File: config.mk
export PLATFORM = sky130hd
export DESIGN_NAME = neo_prot_bank_flat
export DESIGN_NICKNAME = d
export VERILOG_FILES = /design/src/rtl/neo_prot_bank_if.sv /design/src/rtl/neo_prot_bank.sv /design/src/flat_wrapper.sv
export SDC_FILE = /design/constraint.sdc
export NUM_CORES = 2
export LEC_CHECK = 0
export CORE_ASPECT_RATIO = 0.9
export CORE_MARGIN = 2
export CORE_UTILIZATION = 66
export CTS_CLUSTER_SIZE = 16
export DETAILED_ROUTE_END_ITERATION = 6
export PLACE_DENSITY_LB_ADDON = 0.1
export SYNTH_ARGS = -nofsm -noshare
export SYNTH_HDL_FRONTEND = slang
export SYNTH_SLANG_ARGS = --single-unit
File: constraint.sdc
create_clock -name CLK_48M -period 10.3 [get_ports CLK_48M]
set_clock_uncertainty 0.1 [all_clocks]
set_input_delay 3.09 -clock CLK_48M [delete_from_list [all_inputs] [get_ports CLK_48M]]
set_output_delay 3.09 -clock CLK_48M [all_outputs]
set_load 0.05 [all_outputs]
File: src/rtl/neo_prot_bank_if.sv
// 68K port-space / loader / P2 bus bundle for neo_prot_bank.
// master = the 68K decode + ROM loader side, slave = the protection unit.
interface neo_prot_bank_if #(
  parameter int ADDR_W = 24
);
  logic              ENABLE;
  logic [19:1]       M68K_ADDR;
  logic [15:0]       M68K_DATA_IN;
  logic [15:0]       PROM_DATA;
  logic              nPORTOEL;
  logic              nPORTOEU;
  logic              nPORTWEL;
  logic              nPORTWEU;
  logic              CFG_WE;
  logic [7:0]        CFG_ADDR;
  logic [31:0]       CFG_DATA;
  logic [15:0]       M68K_DATA_OUT;
  logic              DATA_OE_L;
  logic              DATA_OE_U;
  logic [ADDR_W-1:0] P2_ADDR;
  logic              BUSY;

  modport master (
    output ENABLE, M68K_ADDR, M68K_DATA_IN, PROM_DATA,
           nPORTOEL, nPORTOEU, nPORTWEL, nPORTWEU,
           CFG_WE, CFG_ADDR, CFG_DATA,
    input  M68K_DATA_OUT, DATA_OE_L, DATA_OE_U, P2_ADDR, BUSY
  );

  modport slave (
    input  ENABLE, M68K_ADDR, M68K_DATA_IN, PROM_DATA,
           nPORTOEL, nPORTOEU, nPORTWEL, nPORTWEU,
           CFG_WE, CFG_ADDR, CFG_DATA,
    output M68K_DATA_OUT, DATA_OE_L, DATA_OE_U, P2_ADDR, BUSY
  );
endinterface

File: src/rtl/neo_prot_bank.sv
// neo_prot_bank: loader-configurable P-ROM protection / banking unit.
// Bank table, index bit permutation and register addresses come from the
// ROM loader over CFG_*. A bank write runs IDLE -> LOOKUP -> COMMIT; the
// new bank shows on P2_ADDR once COMMIT retires. Includes an LFSR RNG and
// an ID word on the read path.
// Optional: define NEO_PROT_BANK_READBACK_EN to make BANK_ADDR reads return
// the last committed table index.
module neo_prot_bank #(
  parameter int              NUM_ENTRIES = 64,
  parameter int              IDX_W       = 6,
  parameter int              ADDR_W      = 24,
  parameter int              LFSR_W      = 16,
  parameter logic [15:0]     LFSR_SEED   = 16'h2345,
  parameter logic [15:0]     LFSR_TAPS   = 16'h98EC,
  parameter logic [15:0]     ID_VALUE    = 16'h9A37
) (
  input  logic               CLK_48M,
  input  logic               nRESET,
  neo_prot_bank_if.slave     bus
);

  localparam logic [7:0] A_BANK = 8'hF0;
  localparam logic [7:0] A_RNG1 = 8'hF1;
  localparam logic [7:0] A_RNG2 = 8'hF2;
  localparam logic [7:0] A_ID   = 8'hF3;
  localparam logic [7:0] A_SEL  = 8'hF4;

  typedef enum logic [1:0] {S_IDLE, S_LOOKUP, S_COMMIT} state_t;

  // loader-owned state, survives reset
  logic [ADDR_W-1:0]  table_mem [NUM_ENTRIES];
  logic [18:0]        bank_addr, rng_addr1, rng_addr2, id_addr;
  logic [4*IDX_W-1:0] idx_sel;

  // runtime state
  state_t             state;
  logic               busy;
  logic [ADDR_W-1:0]  bank;
  logic [ADDR_W-1:0]  rd_data;
  logic [IDX_W-1:0]   idx_q;
  logic [LFSR_W-1:0]  rng;
  logic               seeded;
  logic               we_q, oe_q;

  logic               port_we, port_oe, we_fall, oe_fall;
  logic               cfg_is_tbl;
  logic [IDX_W-1:0]   idx_new;
  logic               fb;
  logic [15:0]        rng_ext;
  logic [ADDR_W-1:0]  word_addr;
  logic [15:0]        data_out;
  logic               unused_cfg;

  assign port_we    = bus.nPORTWEL & bus.nPORTWEU;
  assign port_oe    = bus.nPORTOEL & bus.nPORTOEU;
  assign we_fall    = ~port_we & we_q;
  assign oe_fall    = ~port_oe & oe_q;
  assign cfg_is_tbl = ({1'b0, bus.CFG_ADDR} < 9'(NUM_ENTRIES));
  assign fb         = ^(rng & LFSR_TAPS[LFSR_W-1:0]);
  assign unused_cfg = ^bus.CFG_DATA[31:ADDR_W];

  // each index bit is picked from the write data by its 4-bit selector field
  for (genvar i = 0; i < IDX_W; i++) begin : g_idx
    assign idx_new[i] = bus.M68K_DATA_IN[idx_sel[4*i +: 4]];
  end

`ifdef NEO_PROT_BANK_READBACK_EN
  logic [IDX_W-1:0] last_idx;
  logic [15:0]      idx_ext;

  // last committed index, kept only for debug readback
  always_ff @(posedge CLK_48M) begin
    if (!nRESET)                last_idx <= '0;
    else if (state == S_COMMIT) last_idx <= idx_q;
  end

  // zero-extend the stored index onto the data bus
  always_comb begin
    idx_ext             = '0;
    idx_ext[IDX_W-1:0]  = last_idx;
  end
`endif

  // loader writes: table entries and config registers, never reset
  always_ff @(posedge CLK_48M) begin
    if (bus.CFG_WE) begin
      if (cfg_is_tbl) table_mem[bus.CFG_ADDR[IDX_W-1:0]] <= bus.CFG_DATA[ADDR_W-1:0];
      case (bus.CFG_ADDR)
        A_BANK:  bank_addr <= bus.CFG_DATA[18:0];
        A_RNG1:  rng_addr1 <= bus.CFG_DATA[18:0];
        A_RNG2:  rng_addr2 <= bus.CFG_DATA[18:0];
        A_ID:    id_addr   <= bus.CFG_DATA[18:0];
        A_SEL:   idx_sel   <= bus.CFG_DATA[4*IDX_W-1:0];
        default: ;
      endcase
    end
  end

  // strobe edge detect and RNG; first read after reset only seeds
  always_ff @(posedge CLK_48M) begin
    if (!nRESET) begin
      we_q   <= 1'b1;
      oe_q   <= 1'b1;
      rng    <= '0;
      seeded <= 1'b0;
    end else begin
      we_q <= port_we;
      oe_q <= port_oe;
      if (oe_fall && bus.ENABLE) begin
        if (!seeded) begin
          rng    <= LFSR_SEED[LFSR_W-1:0];
          seeded <= 1'b1;
        end else begin
          rng <= {rng[LFSR_W-2:0], fb};
        end
      end
    end
  end

  // bank FSM; table read is read-first so a same-cycle loader write is not seen
  always_ff @(posedge CLK_48M) begin
    if (!nRESET) begin
      state <= S_IDLE;
      busy  <= 1'b0;
      bank  <= '0;
    end else begin
      case (state)
        S_IDLE: begin
          if (we_fall && bus.ENABLE && (bus.M68K_ADDR == bank_addr)) begin
            idx_q <= idx_new;
            state <= S_LOOKUP;
            busy  <= 1'b1;
          end
        end
        S_LOOKUP: begin
          rd_data <= table_mem[idx_q];
          state   <= S_COMMIT;
        end
        S_COMMIT: begin
          bank  <= rd_data;
          state <= S_IDLE;
          busy  <= 1'b0;
        end
        default: begin
          state <= S_IDLE;
          busy  <= 1'b0;
        end
      endcase
    end
  end

  // banked P2 address, wraps modulo 2^ADDR_W
  always_comb begin
    word_addr       = '0;
    word_addr[19:0] = {bus.M68K_ADDR, 1'b0};
  end

  // zero-extend the RNG onto the data bus
  always_comb begin
    rng_ext             = '0;
    rng_ext[LFSR_W-1:0] = rng;
  end

  // read data priority: ID, (bank readback), RNG, P-ROM
  always_comb begin
    data_out = '0;
    if (bus.ENABLE) begin
      if (bus.M68K_ADDR == id_addr)
        data_out = ID_VALUE;
`ifdef NEO_PROT_BANK_READBACK_EN
      else if (bus.M68K_ADDR == bank_addr)
        data_out = idx_ext;
`endif
      else if ((bus.M68K_ADDR == rng_addr1) || (bus.M68K_ADDR == rng_addr2))
        data_out = rng_ext;
      else
        data_out = bus.PROM_DATA;
    end
  end

  assign bus.M68K_DATA_OUT = data_out;
  assign bus.DATA_OE_L     = ~bus.nPORTOEL & bus.ENABLE;
  assign bus.DATA_OE_U     = ~bus.nPORTOEU & bus.ENABLE;
  assign bus.P2_ADDR       = bus.ENABLE ? (bank + word_addr) : '0;
  assign bus.BUSY          = busy;

endmodule

File: src/flat_wrapper.sv
// flat-port wrapper written by rule: the top's interface ports become plain ports
module neo_prot_bank_flat 
#(
  parameter int              NUM_ENTRIES = 64,
  parameter int              IDX_W       = 6,
  parameter int              ADDR_W      = 24,
  parameter int              LFSR_W      = 16,
  parameter logic [15:0]     LFSR_SEED   = 16'h2345,
  parameter logic [15:0]     LFSR_TAPS   = 16'h98EC,
  parameter logic [15:0]     ID_VALUE    = 16'h9A37
)
  (CLK_48M, nRESET, bus_ENABLE, bus_M68K_ADDR, bus_M68K_DATA_IN, bus_PROM_DATA, bus_nPORTOEL, bus_nPORTOEU, bus_nPORTWEL, bus_nPORTWEU, bus_CFG_WE, bus_CFG_ADDR, bus_CFG_DATA, bus_M68K_DATA_OUT, bus_DATA_OE_L, bus_DATA_OE_U, bus_P2_ADDR, bus_BUSY);
  neo_prot_bank_if #(.ADDR_W(ADDR_W)) bus_i ();
  input  logic CLK_48M;
  input  logic nRESET;
  input wire logic [$bits(bus_i.ENABLE)-1:0] bus_ENABLE;
  input wire logic [$bits(bus_i.M68K_ADDR)-1:0] bus_M68K_ADDR;
  input wire logic [$bits(bus_i.M68K_DATA_IN)-1:0] bus_M68K_DATA_IN;
  input wire logic [$bits(bus_i.PROM_DATA)-1:0] bus_PROM_DATA;
  input wire logic [$bits(bus_i.nPORTOEL)-1:0] bus_nPORTOEL;
  input wire logic [$bits(bus_i.nPORTOEU)-1:0] bus_nPORTOEU;
  input wire logic [$bits(bus_i.nPORTWEL)-1:0] bus_nPORTWEL;
  input wire logic [$bits(bus_i.nPORTWEU)-1:0] bus_nPORTWEU;
  input wire logic [$bits(bus_i.CFG_WE)-1:0] bus_CFG_WE;
  input wire logic [$bits(bus_i.CFG_ADDR)-1:0] bus_CFG_ADDR;
  input wire logic [$bits(bus_i.CFG_DATA)-1:0] bus_CFG_DATA;
  output wire logic [$bits(bus_i.M68K_DATA_OUT)-1:0] bus_M68K_DATA_OUT;
  output wire logic [$bits(bus_i.DATA_OE_L)-1:0] bus_DATA_OE_L;
  output wire logic [$bits(bus_i.DATA_OE_U)-1:0] bus_DATA_OE_U;
  output wire logic [$bits(bus_i.P2_ADDR)-1:0] bus_P2_ADDR;
  output wire logic [$bits(bus_i.BUSY)-1:0] bus_BUSY;
  assign bus_i.ENABLE = bus_ENABLE;
  assign bus_i.M68K_ADDR = bus_M68K_ADDR;
  assign bus_i.M68K_DATA_IN = bus_M68K_DATA_IN;
  assign bus_i.PROM_DATA = bus_PROM_DATA;
  assign bus_i.nPORTOEL = bus_nPORTOEL;
  assign bus_i.nPORTOEU = bus_nPORTOEU;
  assign bus_i.nPORTWEL = bus_nPORTWEL;
  assign bus_i.nPORTWEU = bus_nPORTWEU;
  assign bus_i.CFG_WE = bus_CFG_WE;
  assign bus_i.CFG_ADDR = bus_CFG_ADDR;
  assign bus_i.CFG_DATA = bus_CFG_DATA;
  assign bus_M68K_DATA_OUT = bus_i.M68K_DATA_OUT;
  assign bus_DATA_OE_L = bus_i.DATA_OE_L;
  assign bus_DATA_OE_U = bus_i.DATA_OE_U;
  assign bus_P2_ADDR = bus_i.P2_ADDR;
  assign bus_BUSY = bus_i.BUSY;
  neo_prot_bank #(.NUM_ENTRIES(NUM_ENTRIES), .IDX_W(IDX_W), .ADDR_W(ADDR_W), .LFSR_W(LFSR_W), .LFSR_SEED(LFSR_SEED), .LFSR_TAPS(LFSR_TAPS), .ID_VALUE(ID_VALUE)) u_core (.CLK_48M(CLK_48M), .nRESET(nRESET), .bus(bus_i));
endmodule
# Word level (Yosys, flattened, before mapping)
# Memories as Yosys holds them, arrays and structs flattened. A register that Yosys moved wholly into a read port is not among the register bits.
# Index checks and enable logic that the tools add are counted.
# Widths: inputs -> output; s select.
[word_totals]
input_bits = 99
word_cells = 83
romBits = 0
mem_count = 1
reg_bits = 152
ram_bits = 1536
latchBits = 0
out_inout_bits = 43
[memory_table]
columns = ["name", "depth", "width", "read_ports", "rd_clocked_by_memory_dff", "write_ports", "line", "source"]
rows = [
  ["u_core.table_mem", 64, 24, 1, 1, 1, "neo_prot_bank.sv:31", "logic [ADDR_W-1:0] table_mem [NUM_ENTRIES];"],
]
[op_classes]
shifts = 0
n_div = 0
add_sub_neg = 1
magnitude_cmp = 7
muxes = 24
multipliers = 0
reduce_logical = 14
bitwise = 11
n_eq_ne = 12
[op_table]
columns = ["cell", "n"]
rows = [
  ["$eq 19x19->1", 4],
  ["$mux 16", 4],
  ["$eq 8x8->1 const B", 5],
  ["$lt 4x5->1 const B", 6],
  ["$add 24x20->24", 1],
  ["$bmux 1 s4", 6],
  ["$mux 24", 1],
  ["$reduce_xor 16->1", 1],
  ["$reduce_and 2->1", 7],
  ["$mux 1", 10],
  ["$lt 8x7->1 const B", 1],
  ["$and 1x1->1", 6],
  ["$not 1->1", 5],
  ["$pmux 2 s2", 1],
  ["$logic_and 1x1->1", 3],
  ["$reduce_and 3->1", 1],
  ["$eq 2x1->1 const B", 1],
  ["$eq 2x2->1 const B", 1],
  ["$logic_not 2->1", 1],
  ["$mux 2", 1],
  ["$ne 2x1->1 const B", 1],
  ["$pmux 1 s2", 1],
  ["$logic_or 1x1->1", 1],
]

# Longest topological paths before layout
[depth]
ltp_word = 7
ltp_mapped = 9
depth_no_buf = 8

# Worst setup path before layout
# No wires, ideal clock.
[synth_path]
kind = "input -> output"
start = "input port bus_M68K_ADDR[0]"
end = "output port bus_P2_ADDR[19]"
t_arrival_ps = 5446
setup_slack_ps = 1664
cell_stages = 8
t_required_ps = 7110
path_cell_list = "ha_1 > fa_1 > a211oi_1 > o21ai_0 > nand2_1 > o21bai_1 > a31oi_1 > mux2i_1"
[synth_between]
elab_chain_len = 2
[synth_rtl]
columns = ["element", "line", "source"]
rows = [
  ["start, declared", "flat_wrapper.sv:17", "input wire logic [$bits(bus_i.M68K_ADDR)-1:0] bus_M68K_ADDR;"],
  ["$add 24x20->24", "neo_prot_bank.sv:184", "assign bus.P2_ADDR = bus.ENABLE ? (bank + word_addr) : '0;"],
  ["$mux 24", "neo_prot_bank.sv:184", ""],
  ["end, declared", "flat_wrapper.sv:30", "output wire logic [$bits(bus_i.P2_ADDR)-1:0] bus_P2_ADDR;"],
]
# Every way passes these cells.

# Worst setup path after layout
[layout_path]
start = "input port bus_M68K_ADDR[16]"
end = "output port bus_P2_ADDR[20]"
# The elaborated chain is that of the path after synthesis.

==> results.py <==
metrics = {
    "timing": {
        "rsz0062_at_grt": "no",
        "relSlewSlack": 0.124,
        "period_share": 0.941,
        "tightest_slew_ns": 1.31,
        "hold_viol": 0,
        "setup_viol": 0,
        "post-route-min-period_ns": 9.69,
        "fin_setup_tns_ns": 0,
        "slew_violations": 0,
        "max_freq_mhz": 103,
    },
    "cells_and_area": {
        "syn_to_final_growth_pct": 12.6,
        "drive_above_1_share": 0.276,
        "mostFrequentLayoutCell": "edfxtp_1",
        "final_nets": 3391,
        "instances_no_fill": 4742,
        "mostFrequentLayoutCells": "1,666 x edfxtp_1, 504 x mux4_2, 163 x clkbuf_16",
    },
    "job": {
        "drv_cap": 0,
    },
    "global_routing": {
        "antenna_found_initial": 7,
        "grt_pass1_vias": 33300,
        "gr-usage-all-layers": 0.316,
        "grt_util_met2": 0.511,
        "grt_overflow": 0,
        "grt_max_degree": 150,
        "met3_usage": 0.0659,
        "grt.busiest_layer": "met2",
        "grt_pass1_wl_um": 231000,
        "use_met1": 0.443,
    },
    "worst_setup_path": {
        "cp-startpoint": "bus_M68K_ADDR[16]",
        "critical_path_arrival_ns": 6.50,
        "crit_path_start_kind": "primary input",
        "crit_required_ns": 7.11,
        "r2r-start": "u_core.idx_q[0]",
        "path_max_fanout": 6,
        "cp-end-kind": "output pin",
        "critPathKind": "in -> out",
    },
    "die": {
        "core_area_mm2": 0.100,
        "placementRows": 110,
        "initial_core_util": 0.668,
        "die-area_mm2": 0.104,
        "die_w_um": 340,
        "dieHeight_um": 307,
        "ios": 142,
    },
    "min_path": {
        "min_from": "u_core.bank[0]",
        "min_path_type": "reg -> reg",
    },
    "drt": {
        "vias": 32700,
        "drtIter0Drc": 4546,
        "first_pass_iters": 5,
        "ant_nets": 0,
        "finalWirelength_um": 161000,
        "drcViolationCount": 0,
        "via_per_inst": 6.90,
        "wl_per_cell_um": 34.0,
    },
    "cts": {
        "cts-hold-fix-buffers": 0,
        "clkTransAtPathRegs_ns": 0.06,
        "cts_buffers": 160,
        "clk_path_buf_depth": 3,
        "clock_latency_ns": 0.78,
        "clock-sinks": 1712,
        "cts_root_buf": "clkbuf_16",
        "ctsResizeCount": 0,
        "cts_setup_buffers": 0,
        "htreeDepth": 4,
        "tritoncts": "built",
    },
    "synth": {
        "async_flop_share": 0,
        "synth_cells": 3003,
        "seq_area_frac_synth": 0.759,
        "ys_ff_latch": 1712,
        "yosysWarningCount": 0,
        "synth-edff-count": 1666,
        "avgSynthCellArea_um2": 22.3,
        "synth_top_area_cell": "edfxtp_1",
        "ys.flop_type": "edfxtp_1",
        "syn_area_mm2": 0.0671,
        "synth_nets": 3122,
        "yosysUniqueCellTypes": 50,
        "yosysTopAreaCellShare": 0.745,
        "ys_top_cells_by_area": "edfxtp_1 75%, mux4_2 17%, dfxtp_1 1.4%",
    },
    "power": {
        "p_switching_w": 0.00273,
        "intPower_w": 0.0110,
        "ir_drop_uv": 248,
        "seqPwrFrac": 0.556,
        "combinationalPowerShare": 0.022,
        "powerDensity_mw_per_mm2": 182,
        "switching_share": 0.199,
        "leakagePower_nw": 23.6,
        "pwr-share-clk": 0.422,
    },
    "place": {
        "hpwl_um": 84400,
        "port_buffers": 133,
        "place_congestion": 0.889,
        "post-place-cells": 4454,
    },
    "outcome": {
        "outcome": "finished clean",
    },
}
-- layer usage --
layer / wire [um] / part of all wire
met4: 4940 / 0.031
met2: 80400 / 0.50
met5: 46 / 0.00029
met1: 58900 / 0.37
met3: 16800 / 0.10
-- power by group through the flow --
stage / logic [W] / registers [W] / clock network, W
6_report: 0.000301 / 0.00766 / 0.00580
5_1_grt: 0.000319 / 0.00766 / 0.00613
4_1_cts: 0.000300 / 0.00766 / 0.00588
3_5_place_dp: 0.000298 / 0.00781 / 0
3_3_place_gp: 0.000282 / 0.00781 / 0
2_1_floorplan: 0.0000953 / 0.00780 / 0
-- synth_stat cells, types with 2 or more instances --
cell / number
nand3_1: 27
nor2_1: 96
nor2b_1: 25
and2_1: 7
nand2b_1: 7
a31oi_1: 4
buf_4: 6
xnor2_1: 47
o21ai_0: 8
and3_1: 4
ha_1: 19
nand4_1: 13
dfxtp_1: 46
mux2i_1: 44
inv_1: 6
a21boi_0: 35
o211a_1: 5
nor4_1: 14
xor2_1: 47
o21a_1: 3
mux4_2: 504
nor3_1: 22
nand3b_1: 10
a211oi_1: 23
buf_1: 13
clkbuf_1: 75
o211ai_1: 2
nand2_1: 94
edfxtp_1: 1666
o21bai_1: 2
a22oi_1: 12
a21oi_1: 35
buf_6: 7
buf_2: 43
o221ai_1: 6
a21o_1: 12
-- worst max-delay path: stages --
cell             delay [ns]
clkdlybuf4s50_1        0.69
ha_1                   0.50
and3_1                 0.21
a221o_1                0.39
a21o_1                 0.20
a21oi_1                0.30
nand3_1                0.12
a21oi_1                0.17
clkdlybuf4s50_1        0.83
-- metrics by stage --
step	total power [W]	worst slack [ns]	hold slack (ns)	instance area, um^2	utilization
after floorplan	0.00790	1.66	0.339	67100	-
after global placement	0.00809	0.630	0.354	70400	0.701
after detailed placement	0.00811	0.604	0.365	70400	0.701
after CTS	0.0138	0.604	0.373	75600	0.752
after global routing	0.0141	0.436	0.386	75600	0.752
final	0.0138	0.608	0.368	75600	0.752
-- state kept, by name, indices dropped and copies added (netlist names) --
signal	cells
u_core.seeded	1
u_core.state	2
u_core.bank	24
u_core.we_q	1
u_core.bank_addr	19
u_core.oe_q	1
u_core.rng	16
u_core.idx_q	6
u_core.idx_sel	24
u_core.rd_data	24
u_core.rng_addr2	19
u_core.id_addr	19
u_core.bus.BUSY	1
u_core.table_mem	1536
u_core.rng_addr1	19
-- area by class of cell --
cell class,instances,area [um^2]
antenna,1,2.50
clock buffer,200,4230
clock inverter,87,876
fill,5287,24900
inverter,6,22.5
multi-input combinational,1141,15700
sequential,1712,50900
tap,1344,1680
timing repair buffer,251,2130
-- final timing paths --
| kind | to | slack [ns] | depth (start not counted) |
|---|---|---|---|
| hold reg to reg | u_core.bank[0] | 0.37 | 2 |
| hold / removal | u_core.bank[0] | 0.37 | 2 |
| setup reg to reg | u_core.rd_data[21] | 5.63 | 7 |
| setup / recovery | bus_P2_ADDR[20] | 0.61 | 9 |
-- cell families (layout without fill, tap and decap cells) --
group | after synthesis | after routing | synth area share
compound gates | 154 | 154 | 0.0161
xor+xnor | 94 | 94 | 0.0123
fa+ha+maj | 20 | 20 | 0.00384
buf+inv | 150 | 544 | 0.0103
flops | 1712 | 1712 | 0.759
mux | 548 | 548 | 0.176
other cells | 0 | 1 | 0
simple gates | 325 | 325 | 0.0227
Power figures use the tool's default switching activity.
